===== config.mk =====
export PLATFORM = sky130hd
export DESIGN_NAME = uart_rx_fifo
export DESIGN_NICKNAME = d
export VERILOG_FILES = /design/src/rtl/uart_rx_fifo.sv
export SDC_FILE = /design/constraint.sdc
export NUM_CORES = 1
export LEC_CHECK = 0
export ABC_AREA = 1
export BUFFER_PORTS_ARGS = -buffer_cell sky130_fd_sc_hd__clkbuf_2
export CAP_MARGIN = 20
export CELL_PAD_IN_SITES_DETAIL_PLACEMENT = 0
export CELL_PAD_IN_SITES_GLOBAL_PLACEMENT = 2
export CORE_MARGIN = 5
export CORE_UTILIZATION = 45
export CTS_CLUSTER_SIZE = 28
export DETAILED_ROUTE_END_ITERATION = 12
export GPL_ROUTABILITY_DRIVEN = 1
export PLACE_DENSITY = 0.9
export SLEW_MARGIN = 20
export SYNTH_ARGS = -nofsm -noshare
export SYNTH_HDL_FRONTEND = slang
export SYNTH_SLANG_ARGS = --single-unit

===== constraint.sdc =====
create_clock -name clk -period 5.5 [get_ports clk]
set_input_delay 1.1 -clock clk [delete_from_list [all_inputs] [get_ports clk]]
set_output_delay 1.1 -clock clk [all_outputs]
set_load 0.03 [all_outputs]

===== src/rtl/uart_rx_fifo.sv =====
// Oversampling UART receiver feeding a first-word-fall-through receive FIFO.
// Define UART_RX_PARITY_EN to add a parity bit check and the parity_err output.
module uart_rx_fifo #(
    parameter int CLKS_PER_BIT = 10416,
    parameter int DATA_BITS    = 8,
    parameter int FIFO_DEPTH   = 16,
    parameter int CNT_W        = 5
`ifdef UART_RX_PARITY_EN
    ,
    parameter bit PARITY_ODD   = 1'b0
`endif
) (
    input  logic                 clk,
    input  logic                 rst,
    input  logic                 rx_data,
    input  logic                 rd_en,
    output logic [DATA_BITS-1:0] rd_data,
    output logic                 empty,
    output logic                 full,
    output logic [CNT_W-1:0]     count,
    output logic                 frame_err,
    output logic                 overrun,
`ifdef UART_RX_PARITY_EN
    output logic                 busy,
    output logic                 parity_err
`else
    output logic                 busy
`endif
);

    localparam int TW = $clog2(CLKS_PER_BIT);
    localparam int IW = (DATA_BITS > 1) ? $clog2(DATA_BITS) : 1;
    localparam int PW = $clog2(FIFO_DEPTH);

    localparam logic [TW-1:0] TMR_HALF = TW'(CLKS_PER_BIT / 2 - 1);
    localparam logic [TW-1:0] TMR_FULL = TW'(CLKS_PER_BIT - 1);
    localparam logic [IW-1:0] IDX_LAST = IW'(DATA_BITS - 1);

`ifdef UART_RX_PARITY_EN
    typedef enum logic [2:0] {
        S_IDLE,
        S_START,
        S_DATA,
        S_PARITY,
        S_STOP
    } state_t;
`else
    typedef enum logic [2:0] {
        S_IDLE,
        S_START,
        S_DATA,
        S_STOP
    } state_t;
`endif

    logic                 r_sync1;
    logic                 r_sync2;
    state_t               r_state;
    logic [TW-1:0]        r_timer;
    logic [IW-1:0]        r_idx;
    logic [DATA_BITS-1:0] r_shift;
    logic                 r_frame_err;
    logic                 r_overrun;

    logic [DATA_BITS-1:0] r_mem [FIFO_DEPTH];
    logic [PW-1:0]        r_wr_ptr;
    logic [PW-1:0]        r_rd_ptr;
    logic [CNT_W-1:0]     r_count;

    logic w_rxs;
    logic w_tick;
    logic w_stop_smp;
    logic w_par_bad;
    logic w_push;
    logic w_empty;
    logic w_full;
    logic w_pop;
    logic w_wr;

    assign w_rxs      = r_sync2;
    assign w_tick     = (r_timer == '0);
    assign w_stop_smp = (r_state == S_STOP) && w_tick;

`ifdef UART_RX_PARITY_EN
    logic r_par;
    logic r_parity_err;

    assign w_par_bad  = ((^r_shift) ^ r_par) != PARITY_ODD;
    assign parity_err = r_parity_err;
`else
    assign w_par_bad  = 1'b0;
`endif

    // A good character is one whose stop bit is high and parity matches
    assign w_push = w_stop_smp && w_rxs && !w_par_bad;

    always_ff @(posedge clk) begin
        if (rst) begin
            r_sync1 <= 1'b1;
            r_sync2 <= 1'b1;
        end else begin
            r_sync1 <= rx_data;
            r_sync2 <= r_sync1;
        end
    end

    always_ff @(posedge clk) begin
        if (rst) begin
            r_state     <= S_IDLE;
            r_timer     <= '0;
            r_idx       <= '0;
            r_shift     <= '0;
            r_frame_err <= 1'b0;
`ifdef UART_RX_PARITY_EN
            r_par        <= 1'b0;
            r_parity_err <= 1'b0;
`endif
        end else begin
            r_frame_err <= 1'b0;
`ifdef UART_RX_PARITY_EN
            r_parity_err <= 1'b0;
`endif
            if (!w_tick) begin
                r_timer <= r_timer - 1'b1;
            end
            unique case (r_state)
                S_IDLE: begin
                    if (!w_rxs) begin
                        r_state <= S_START;
                        r_timer <= TMR_HALF;
                    end
                end
                S_START: begin
                    if (w_tick) begin
                        if (w_rxs) begin
                            r_state <= S_IDLE;
                        end else begin
                            r_state <= S_DATA;
                            r_timer <= TMR_FULL;
                            r_idx   <= '0;
                        end
                    end
                end
                S_DATA: begin
                    if (w_tick) begin
                        r_shift <= {w_rxs, r_shift[DATA_BITS-1:1]};
                        r_timer <= TMR_FULL;
                        if (r_idx == IDX_LAST) begin
`ifdef UART_RX_PARITY_EN
                            r_state <= S_PARITY;
`else
                            r_state <= S_STOP;
`endif
                        end else begin
                            r_idx <= r_idx + 1'b1;
                        end
                    end
                end
`ifdef UART_RX_PARITY_EN
                S_PARITY: begin
                    if (w_tick) begin
                        r_par   <= w_rxs;
                        r_timer <= TMR_FULL;
                        r_state <= S_STOP;
                    end
                end
`endif
                S_STOP: begin
                    if (w_tick) begin
                        r_state <= S_IDLE;
                        // Frame error outranks a parity error
                        if (!w_rxs) begin
                            r_frame_err <= 1'b1;
`ifdef UART_RX_PARITY_EN
                        end else if (w_par_bad) begin
                            r_parity_err <= 1'b1;
`endif
                        end
                    end
                end
                default: r_state <= S_IDLE;
            endcase
        end
    end

    assign w_empty = (r_count == '0);
    assign w_full  = (r_count == CNT_W'(FIFO_DEPTH));
    assign w_pop   = rd_en && !w_empty;
    // A pop in the same cycle frees the slot a full FIFO needs
    assign w_wr    = w_push && (!w_full || w_pop);

    always_ff @(posedge clk) begin
        if (w_wr) begin
            r_mem[r_wr_ptr] <= r_shift;
        end
    end

    always_ff @(posedge clk) begin
        if (rst) begin
            r_wr_ptr  <= '0;
            r_rd_ptr  <= '0;
            r_count   <= '0;
            r_overrun <= 1'b0;
        end else begin
            r_overrun <= w_push && w_full && !w_pop;
            if (w_wr) begin
                r_wr_ptr <= r_wr_ptr + 1'b1;
            end
            if (w_pop) begin
                r_rd_ptr <= r_rd_ptr + 1'b1;
            end
            unique case ({w_wr, w_pop})
                2'b10:   r_count <= r_count + CNT_W'(1);
                2'b01:   r_count <= r_count - CNT_W'(1);
                default: r_count <= r_count;
            endcase
        end
    end

    assign rd_data   = w_empty ? '0 : r_mem[r_rd_ptr];
    assign empty     = w_empty;
    assign full      = w_full;
    assign count     = r_count;
    assign frame_err = r_frame_err;
    assign overrun   = r_overrun;
    assign busy      = (r_state != S_IDLE);

endmodule


# After elaboration in Yosys (flattened, before gate mapping)
# Memories as Yosys holds them, arrays and structs flattened. A register that Yosys moved wholly into a read port is not among the register bits.
# Cells that the tools add are included.
[op_classes]
div = 0
n_lt_le_gt_ge = 0
multipliers = 0
n_reduce_logical = 20
shifts = 0
eq_ne = 14
bitwise = 2
n_addsub = 6
muxes = 25
[op_table]
columns = ["op", "n"]
rows = [
  ["$mux W14", 5],
  ["$pmux W14 S3", 1],
  ["$mux W3", 9],
  ["$logic_not A14 Y1", 1],
  ["$ne A2 B2 Y1 const B", 7],
  ["$sub A14 B1 Y14 const B", 1],
  ["$pmux W3 S4", 1],
  ["$pmux W5 S2", 1],
  ["$reduce_and A5 Y1", 2],
  ["$add A4 B1 Y4 const B", 2],
  ["$mux W4", 2],
  ["$mux W8", 1],
  ["$eq A3 B2 Y1 const B", 2],
  ["$logic_and A1 B1 Y1", 6],
  ["$pmux W3 S2", 1],
  ["$add A5 B1 Y5 const B", 1],
  ["$eq A5 B5 Y1 const B", 1],
  ["$logic_not A5 Y1", 1],
  ["$sub A5 B1 Y5 const B", 1],
  ["$reduce_bool A2 Y1", 2],
  ["$add A3 B1 Y3 const B", 1],
  ["$eq A3 B1 Y1 const B", 1],
  ["$eq A3 B3 Y1 const B", 1],
  ["$logic_not A1 Y1", 3],
  ["other kinds (10)", 13],
]
[word_totals]
out_inout_bits = 18
mem_bits_rw = 128
rom_bits = 0
regBits = 45
latchBits = 0
mem_count = 1
elab_cells = 79
[memory_table]
columns = ["name", "depth", "width", "rd", "rd_ports_with_merged_regs", "write_ports", "line_no", "text"]
rows = [
  ["r_mem", 16, 8, 1, 1, 1, "65", "logic [DATA_BITS-1:0] r_mem [FIFO_DEPTH];"],
]

# Longest topological paths before layout
# Gate-level depths: netlist of run 1.
[logic_depth]
word_depth = 7
mapped_depth = 14

# Worst setup path before layout of run 1
# Ideal clock, no wire load.
[synth_path]
path_type = "reg2out"
from = "reg r_count[0] (netlist: count[0])"
to = "out rd_data[0]"
path_stages_with_launch = 5
setup_slack_ns = 2.648
t_required_ns = 4.400
arrival_ns = 1.752
n_path_buf = 0
cell_sequence = "dfxtp_1 -> nor2_1 -> nand4_1 -> clkinv_1 -> a21oi_1"
[synth_via]
elab_chain_cells = 2
[synth_rtl]
columns = ["item", "line_no", "text"]
rows = [
  ["start, declared", "68", "logic [CNT_W-1:0] r_count;"],
  ["start signal, assigned", "213", "2'b10: r_count <= r_count + CNT_W'(1);"],
  ["start signal, assigned", "214", "2'b01: r_count <= r_count - CNT_W'(1);"],
  ["start signal, assigned", "215", "default: r_count <= r_count;"],
  ["$logic_not A5 Y1", "186", "assign w_empty = (r_count == '0);"],
  ["via empty", "18", "output logic empty,"],
  ["$mux W8", "220", "assign rd_data = w_empty ? '0 : r_mem[r_rd_ptr];"],
  ["end, declared", "17", "output logic [DATA_BITS-1:0] rd_data,"],
]
# The timed path passes the listed nets, and every way through them passes these cells.

==> results.ini, run 1 <==
[critical_path]
cp_slowest_cell = inv_1
r2r-end = r_mem[12][7]
critPathTopFamily = buffers and inverters
worstPathRequired_ns = 4.40
reg2reg_slack_ns = 2.84
r2r-start = r_timer[0]
path_buf_inv = 3
critPathKind = reg2out
worst_path_largest_cell_delay_ns = 0.77
path_cells = buf_4 > inv_1 > o21ai_0 > o221ai_1 > nand3_1 > a21oi_1 > clkbuf_2
r2r_cells = 10
startpoint_type = register
cp_max_fo = 33
arrival_ns = 2.93
worstSetupEndpointType = output pin

[floorplanning]
die_x_um = 139
die_area_um2 = 19400
core_area_um2 = 16500
rows = 47
io_pins = 22
die_h_um = 139
start_util_pct = 45.6

[timing]
fin_ws_ns = 1.47
finalCritPeriodShare_pct = 73.2
min_period_ns = 4.03
setup_viol = 0
finalSetupTns_ns = 0
max_freq_ghz = 0.248
slew-limit-headroom_pct = 26.6
grt_setup_unrepaired = false
worst_slew_pin_slew_ns = 1.10
hold_violations = 0
finClkSkew_ns = 0.00887
final-max-slew-violation-count = 0

[synth]
synth_seq_area_share_pct = 64.1
synth_seq_cells = 176
synth_warnings = 0
syn_nets = 722
syn_area_um2 = 7500
avgSynthCellArea_um2 = 10.7
ys_types = 37
syn_inst = 704

[cts]
cts_setup_buffers = 0
root_buffer = clkbuf_16
ctsResizeCount = 0
hold_buffers = 0
htreeDepth = 4
cts_made_buffers = 17
cts_sinks = 176
cts_tree = built
clkTransAtPathRegs_ns = 0.06
clk_latency_ns = 0.42
clock_path_buffers = 2

[grt]
grtUsageTotal_pct = 18.0
antenna_found_initial = 0
grt_overflow = 0
grt_max_degree = 62
grt_pass1_vias = 5109
grt_first_pass_wirelength_um = 27200

[power_and_ir_drop]
p_leak_uw = 0.00311
power_density_nw_per_um2 = 508
ir_drop_uv = 300

[cells_and_area]
finalNonFillerCells = 953
final_util_pct = 50.7
seqCellArea_um2 = 4810
multiInputGateArea_um2 = 2400
final_design_area_no_fill_um2 = 8350
final_nets = 738
fillers = 1494
drive_gt1_share_pct = 10.6
num_antenna_cells = 0
syn_to_final_growth_pct = 11.3

[worst_hold_path]
min_path_type = reg2reg
whs_path_depth = 1
hold_path_end = r_sync2
hold_start = r_sync1

[routing]
drt-initial-drc-count = 355
detail-route-antenna-nets = 0
drt-total-wl_um = 17100
drc = 0
wl_per_cell_um = 18.0
first_pass_iters = 5
vias = 5187
vias_per_cell = 5.44

[placement]
place_area_um2 = 7790
portBuffers = 21
numPlacedInstances = 921
dp_hpwl_um = 11300
gp_congestion = 0.809
dp_slack_ns = 1.99

[flow_run]
maxCapViolations = 0

[run_status]
status = completed

[cells in the mapped netlist]
cell | instances | area, µm²
dfxtp_1 | 48 | 961
a21oi_2 | 1 | 8.76
nand3b_1 | 2 | 15.0
xnor2_1 | 3 | 26.3
nor3_1 | 6 | 30.0
ha_1 | 13 | 163
o211ai_1 | 4 | 30.0
a31oi_1 | 2 | 12.5
edfxtp_1 | 128 | 3840
clkinv_1 | 4 | 15.0
inv_2 | 1 | 3.75
o221ai_1 | 23 | 201
o2111ai_1 | 1 | 8.76
xor2_1 | 6 | 52.6
fa_1 | 1 | 20.0
nor2_4 | 5 | 56.3
or2_1 | 1 | 6.26
buf_4 | 1 | 7.51
clkinv_4 | 1 | 8.76
clkbuf_1 | 20 | 75.1
or2_2 | 2 | 12.5
buf_6 | 1 | 11.3
nand4_1 | 6 | 37.5
inv_1 | 41 | 154
nor2_1 | 129 | 484
nand2_1 | 62 | 233
a21oi_1 | 40 | 200
o22ai_1 | 6 | 37.5
nand3_2 | 2 | 20.0
nand3_4 | 1 | 17.5
o21ai_0 | 91 | 455
o21a_1 | 1 | 7.51
nand3_1 | 34 | 170
buf_2 | 5 | 25.0
nand2_4 | 3 | 33.8
nand2_2 | 5 | 31.3
nor2_2 | 4 | 25.0
[worst max path at each step]
stage,from,end,slack (ns),cells past startpoint
floorplan,count[0],rd_data[0],2.65,4
global placement,register,rd_data[7],2.05,7
detailed placement,register,rd_data[7],1.99,7
CTS,register,rd_data[7],1.54,7
global route,register,rd_data[7],1.32,7
finish,register,rd_data[7],1.47,7
[report_power, final]
group	leakage (µW)	switching (µW)	internal, µW
registers	0.00163	138	1520
clock network	0.000271	478	658
logic	0.00121	1010	442
total	0.00311	1620	2620
[metal layers]
metal | wire length (µm) | vias up | GRT usage (%) | share of wire (%)
li1 | - | 2521 | - | -
met3 | 697 | 21 | 3.69 | 4.1
met2 | 8490 | 127 | 29.8 | 50
met1 | 7650 | 2518 | 23.5 | 45
met4 | 275 | 0 | 6.33 | 1.6
met5 | 0 | - | 0 | 0
[area by class of cell]
type,instances,share of cell area (%)
clock inverters,9,1.02
clock buffers,23,5.72
repair buffers,24,1.53
inverters,47,2.17
well taps,220,3.30
flip-flops and latches,176,57.6
multi-input cells,454,28.7
[cells in the final DEF, fill, tap and decap left out, drive strengths merged]
| master | instances |
|---|---|
| nand4 | 6 |
| clkinvlp | 2 |
| o21ai | 91 |
| nand3 | 37 |
| dfxtp | 48 |
| o22ai | 6 |
| a31oi | 2 |
| xnor2 | 3 |
| inv | 42 |
| clkinv | 11 |
| edfxtp | 128 |
| nand2 | 70 |
| or2 | 3 |
| xor2 | 6 |
| o2111ai | 1 |
| bufinv | 1 |
| buf | 3 |
| a21oi | 41 |
| nand3b | 2 |
| clkbuf | 44 |
| o21a | 1 |
| o221ai | 23 |
| o211ai | 4 |
| fa | 1 |
| ha | 13 |
| nor3 | 6 |
| nor2 | 138 |
[flip-flops by register name, indices dropped and copies added (netlist names), 2 cells and up, named ones only]
signal and flops:
count 5, r_idx 3, r_mem 128, r_rd_ptr 4, r_shift 8, r_state 2, r_timer 14, r_wr_ptr 4
[cell families after synthesis]
| logic type | Yosys count | share of synthesized area, % |
|---|---|---|
| buffers and inverters | 74 | 4.00 |
| adder cells (fa/ha/maj) | 14 | 2.44 |
| flip-flops | 176 | 64.1 |
| AO/OA/AOI/OAI | 169 | 12.8 |
| AND/OR/NAND/NOR | 262 | 15.6 |
| XOR/XNOR | 9 | 1.05 |
[per-stage QoR]
| stage | power, µW | hold WS, ns |
|---|---|---|
| floorplan | 2740 | 0.389 |
| global route | 4500 | 0.442 |
| finish | 4250 | 0.412 |
| CTS | 4260 | 0.419 |
| detailed placement | 3130 | 0.403 |
| global placement | 3100 | 0.406 |
No activity file was read; power rests on OpenSTA's default activity.
==> inputs of run 2 (changes only) <==
Settings changed: CORE_UTILIZATION 45 to 41, PLACE_DENSITY 0.9 to 0.83.
Clock period 5.5 ns to 4.1 ns, I/O delays scaled along.
==> run 2 against run 1 <==
Via count hardly changed. Clock skew rose by 0.0029 ns. Wire length rose by 1.6%. Clock-buffer cell count fell by 6. Combinational power grew 38%. Register-to-register slack lost 1.3 ns. Cell count rose by 1.3%. Total power is 35% higher. Sequential share of layout area shrank 0.24 points. Critical path depth unchanged. First-iteration DRC count rose by 4.2%.
==> results.ini, run 2 (same netlist as run 1, synthesis figures left out) <==
[run_status]
status = completed

[cts]
cts_setup_buffers = 0  ; unchanged
htreeDepth = 4  ; unchanged
cts_made_buffers = 17  ; unchanged
cts_sinks = 176  ; unchanged
clock_path_buffers = 2  ; unchanged
clkTransAtPathRegs_ns = 0.07  ; about the same
ctsResizeCount = 0  ; unchanged
cts_tree = built
root_buffer = clkbuf_16
clk_latency_ns = 0.43  ; about the same
hold_buffers = 0  ; unchanged

[timing]
finalSetupTns_ns = 0  ; unchanged
max_freq_ghz = 0.295
worst_slew_pin_slew_ns = 0.980  ; -0.117 ns
finClkSkew_ns = 0.0117  ; +0.00285 ns
min_period_ns = 3.39
grt_setup_unrepaired = false
slew-limit-headroom_pct = 34.4  ; +7.8 points
setup_viol = 0  ; unchanged
final-max-slew-violation-count = 0  ; unchanged
finalCritPeriodShare_pct = 82.7
fin_ws_ns = 0.711  ; -0.761 ns
hold_violations = 0  ; unchanged

[routing]
drt-total-wl_um = 17400  ; +1.6%
detail-route-antenna-nets = 0  ; unchanged
vias_per_cell = 5.37  ; -1.3%
drc = 0  ; unchanged
first_pass_iters = 5  ; unchanged
drt-initial-drc-count = 370  ; +4.2%
vias = 5182  ; -0.096%
wl_per_cell_um = 18.0  ; +0.33%

[critical_path]
critPathKind = reg2out
arrival_ns = 2.57  ; -0.36 ns
cp_max_fo = 26  ; -21%
startpoint_type = register
cp_slowest_cell = clkinv_1
worst_path_largest_cell_delay_ns = 0.52  ; -0.25 ns
worstPathRequired_ns = 3.28  ; -1.12 ns
path_cells = clkinv_1 > buf_4 > o21ai_0 > o221ai_1 > nand3_1 > a21oi_1 > clkbuf_2
worstSetupEndpointType = output pin

[grt]
grt_max_degree = 68  ; +9.7%
antenna_found_initial = 0  ; unchanged
grt_pass1_vias = 5011  ; -1.9%
grt_overflow = 0  ; unchanged
grtUsageTotal_pct = 16.8  ; -1.2 points
grt_first_pass_wirelength_um = 28100  ; +3.3%

[floorplanning]
die_h_um = 145  ; +4.4%
die_x_um = 145  ; +4.4%
rows = 49  ; +4.3%
die_area_um2 = 21100  ; +9.0%
start_util_pct = 41.8  ; -3.8 points
core_area_um2 = 18000  ; +9.1%
io_pins = 22  ; unchanged

[cells_and_area]
largest-register = r_mem
largest_reg_flops = 128  ; unchanged
drive_gt1_share_pct = 11.4  ; +0.77 points
final_design_area_no_fill_um2 = 8380  ; +0.42%
largestRegisters = r_mem (128), r_timer (14), r_shift (8)
syn_to_final_growth_pct = 11.8
final_nets = 741  ; +0.41%
finalNonFillerCells = 965  ; +1.3%
final_common_cell = nor2_1
num_antenna_cells = 0  ; unchanged
layout_common_cells = 129 x nor2_1, 128 x edfxtp_1, 91 x o21ai_0

[flow_run]
maxCapViolations = 0  ; unchanged

[power_and_ir_drop]
ir_drop_uv = 380  ; +27%
p_leak_uw = 0.00313  ; +0.66%
power_density_nw_per_um2 = 684  ; +35%

[placement]
portBuffers = 21  ; unchanged
numPlacedInstances = 933  ; +1.3%
gp_congestion = 0.809  ; about the same
dp_slack_ns = 1.13  ; -0.866 ns
place_area_um2 = 7820  ; +0.43%
dp_hpwl_um = 11300  ; +0.45%

[worst_hold_path]
min_path_type = reg2reg

## run 2: changes by cell type in the layout (fill, tap and decap cells not counted), sizes merged
cell	previous run	this run
inv	42	51
clkbuf	44	38
buf	3	6
bufinv	1	0
clkinv	11	10
clkinvlp	2	1
## run 2: worst max-delay path, delay by kind of cell, from the launching register on
kind | cells | cell delay (ns)
buffers and inverters | 3 | 1.19
AOI/OAI and AO/OA | 3 | 0.42
DFF | 1 | 0.33
and+or+nand+nor | 1 | 0.18
## run 2: final cells by class
| type | instances | area [µm²] |
|---|---|---|
| multi-input cells | 454 | 2400 |
| flip-flops and latches | 176 | 4810 |
| repair buffers | 27 | 150 |
| fillers | 1668 | 9580 |
| clock buffers | 17 | 425 |
| well taps | 229 | 287 |
| clock inverters | 15 | 139 |
| inverters | 47 | 181 |
## run 2: power by group
group	leakage, µW	switching [µW]	internal [µW]
clock network	0.000277	734	805
logic	0.00123	1390	602
registers	0.00163	161	2040
## run 2: path summary, 6_finish.rpt
kind         startpoint           to  slack [ns]  cells after the start
max            register   rd_data[4]        0.71                      7
max reg2reg  r_timer[0]  r_mem[1][5]        1.50                     10
min reg2reg     r_sync1      r_sync2        0.41                      1
min             r_sync1      r_sync2        0.41                      1
## run 2: per-stage QoR
stage          hold WS (ns)  power, µW  utilization, %
2_1_floorplan         0.389       3680               -
3_3_place_gp          0.398       4210            43.5
3_5_place_dp          0.394       4240            43.5
4_1_cts               0.419       5770            46.7
5_1_grt               0.466       6130            46.7
6_report              0.413       5740            46.7
## run 2: per-layer routing
metal	up-vias	routed length [µm]	global-route usage [%]
met1	2480	8010	24.0
met3	25	948	3.40
met4	0	339	5.60
met2	145	8090	25.6
met5	-	0	0
li1	2532	-	-
==> inputs of run 3 (changes only) <==
Settings changed: CORE_UTILIZATION 41 to 37, PLACE_DENSITY 0.83 to 0.79.
Clock period 4.1 ns to 3.1 ns, I/O delays scaled along.
==> run 3 against run 2 <==
Total power is 34% higher. Clock power grew 38%. Wire length shrank 1.0%. Largest power group unchanged.
==> results.ini, run 3 (same netlist as run 1, synthesis figures left out) <==
[grt]
grtUsageTotal_pct = 15.0  ; -1.7 points
grt_first_pass_wirelength_um = 27800  ; -1.2%
grt_max_degree = 68  ; unchanged
antenna_found_initial = 0  ; unchanged
grt_pass1_vias = 5262  ; +5.0%
grt_overflow = 0  ; unchanged

[placement]
place_area_um2 = 8020  ; +2.6%
dp_hpwl_um = 11600  ; +2.1%
gp_congestion = 0.769  ; -4.9%
numPlacedInstances = 991  ; +6.2%
portBuffers = 21  ; unchanged

[routing]
detail-route-antenna-nets = 0  ; unchanged
vias = 5254  ; +1.4%
first_pass_iters = 7  ; +2
drt-initial-drc-count = 362  ; -2.2%
vias_per_cell = 5.14  ; -4.4%
drc = 0  ; unchanged
drt-total-wl_um = 17200  ; -1.0%
wl_per_cell_um = 16.8  ; -6.6%

[critical_path]
worst_path_largest_cell_delay_ns = 0.42  ; -0.10 ns
path_buf_inv = 3  ; unchanged
arrival_ns = 2.24  ; -0.33 ns
cp_slowest_cell = dfxtp_2
startpoint_type = register
critPathKind = reg2out
path_cells = inv_1 > buf_4 > o21ai_0 > o221ai_1 > nand3_1 > a21oi_1 > clkbuf_2
worstPathRequired_ns = 2.48  ; -0.80 ns
worstSetupEndpointType = output pin
cp_max_fo = 18  ; -31%
critPathTopFamily = compound AO/OA/AOI/OAI gates

[cells_and_area]
drive_gt1_share_pct = 13.7  ; +2.3 points
largest-register = r_mem
multiInputGateArea_um2 = 2400  ; unchanged
fillers = 1907  ; +14%
largestRegisters = r_mem (128), r_timer (14), r_shift (8)
final_design_area_no_fill_um2 = 8610  ; +2.7%
seqCellArea_um2 = 4810  ; about the same
final_nets = 758  ; +2.3%
syn_to_final_growth_pct = 14.8
layout_common_cells = 129 x nor2_1, 128 x edfxtp_1, 91 x o21ai_0
final_common_cell = nor2_1
num_antenna_cells = 0  ; unchanged
largest_reg_flops = 128  ; unchanged
finalNonFillerCells = 1023  ; +6.0%

[floorplanning]
die_h_um = 152  ; +4.9%
core_area_um2 = 20100  ; +12%
rows = 52  ; +6.1%
die_area_um2 = 23200  ; +10%
die_x_um = 152  ; +4.9%
io_pins = 22  ; unchanged
start_util_pct = 37.3  ; -4.4 points

[timing]
worst_slew_pin_slew_ns = 0.791  ; -0.189 ns
final-max-slew-violation-count = 0  ; unchanged
finClkSkew_ns = 0.0141  ; +0.00236 ns
finalCritPeriodShare_pct = 92.3
min_period_ns = 2.86
grt_setup_unrepaired = false
max_freq_ghz = 0.350
slew-limit-headroom_pct = 47.2  ; +13 points
hold_violations = 0  ; unchanged
setup_viol = 0  ; unchanged
finalSetupTns_ns = 0  ; unchanged

[run_status]
status = completed

[cts]
cts_sinks = 176  ; unchanged
clock_path_buffers = 2  ; unchanged
htreeDepth = 4  ; unchanged
root_buffer = clkbuf_16
clk_latency_ns = 0.43  ; about the same
cts_made_buffers = 17  ; unchanged
clkTransAtPathRegs_ns = 0.07  ; about the same
cts_tree = built

[power_and_ir_drop]
power_density_nw_per_um2 = 894  ; +31%
seqPwrFrac_pct = 38.0  ; -0.4 points
p_int_uw = 4680  ; +36%
switching_power_uw = 3020  ; +32%
combPwrFrac_pct = 34.4  ; -0.4 points
swShare_pct = 39.2  ; -0.66 points
p_leak_uw = 0.00324  ; +3.5%
ir_drop_uv = 541  ; +42%
clkPwrFrac_pct = 27.7  ; +0.9 points

[flow_run]
maxCapViolations = 0  ; unchanged

[worst_hold_path]
min_path_type = in2reg

[run 3: what timing repair did]
| action | CTS | global route |
|---|---|---|
| gates resized for setup | 0 | 1 |
| endpoints found under the setup margin | 0 | 4 |
| buffers inserted | 0 | 0 |
| hold buffers | 0 | 0 |
[run 3: metrics by stage]
stage               total power, µW  hold WS (ns)  setup slack, ns  utilization [%]
finish                         7700         0.377            0.240             42.8
global route                   8200         0.368           0.0743             42.8
CTS                            7750         0.364            0.106             42.8
detailed placement             5620         0.408            0.567             39.9
global placement               5590         0.394            0.621             39.9
floorplan                      4860         0.389            0.728                -
[run 3: worst reg2reg max path, stage by stage (launching register included)]
cell and delay [ns]:
dfxtp_1 0.38, nor2_1 0.18, nand4_1 0.16, nand2_2 0.16, clkinv_1 0.24, nand2_2 0.17, inv_1 0.11, fa_1 0.41
nand3_1 0.10, nand2_1 0.07, nand3b_1 0.19, a21oi_1 0.17, nor2_1 0.06
[run 3: cell type report]
class,instances,share of cell area [%]
sequential,176,55.8
multi-input combinational,454,27.8
clock buffer,17,4.94
tap,270,3.92
timing repair buffer,44,3.52
inverter,47,2.11
clock inverter,15,1.89
[run 3: per-layer routing]
layer	routed length, µm	up-vias	GRT usage (%)
li1	-	2572	-
met1	7930	2509	20.1
met2	7970	145	23.8
met3	850	28	3.18
met4	456	0	6.51
met5	0	-	0
[run 3: power by group through the flow]
stage / sequential, µW / clock [µW] / combinational (µW)
after floorplan: 2950 / 0 / 1920
after global placement: 2970 / 0 / 2620
after detailed placement: 2970 / 0 / 2640
after CTS: 2920 / 2170 / 2660
after global routing: 2960 / 2270 / 2980
final: 2920 / 2130 / 2650
[run 3: path summary, 6_finish.rpt]
kind         startpoint         end  slack, ns  depth (start not counted)
max            register  rd_data[2]       0.24                          7
min             rx_data     r_sync1       0.38                          2
max reg2reg    count[0]    count[4]       0.60                         12
min reg2reg     r_sync1     r_sync2       0.42                          1
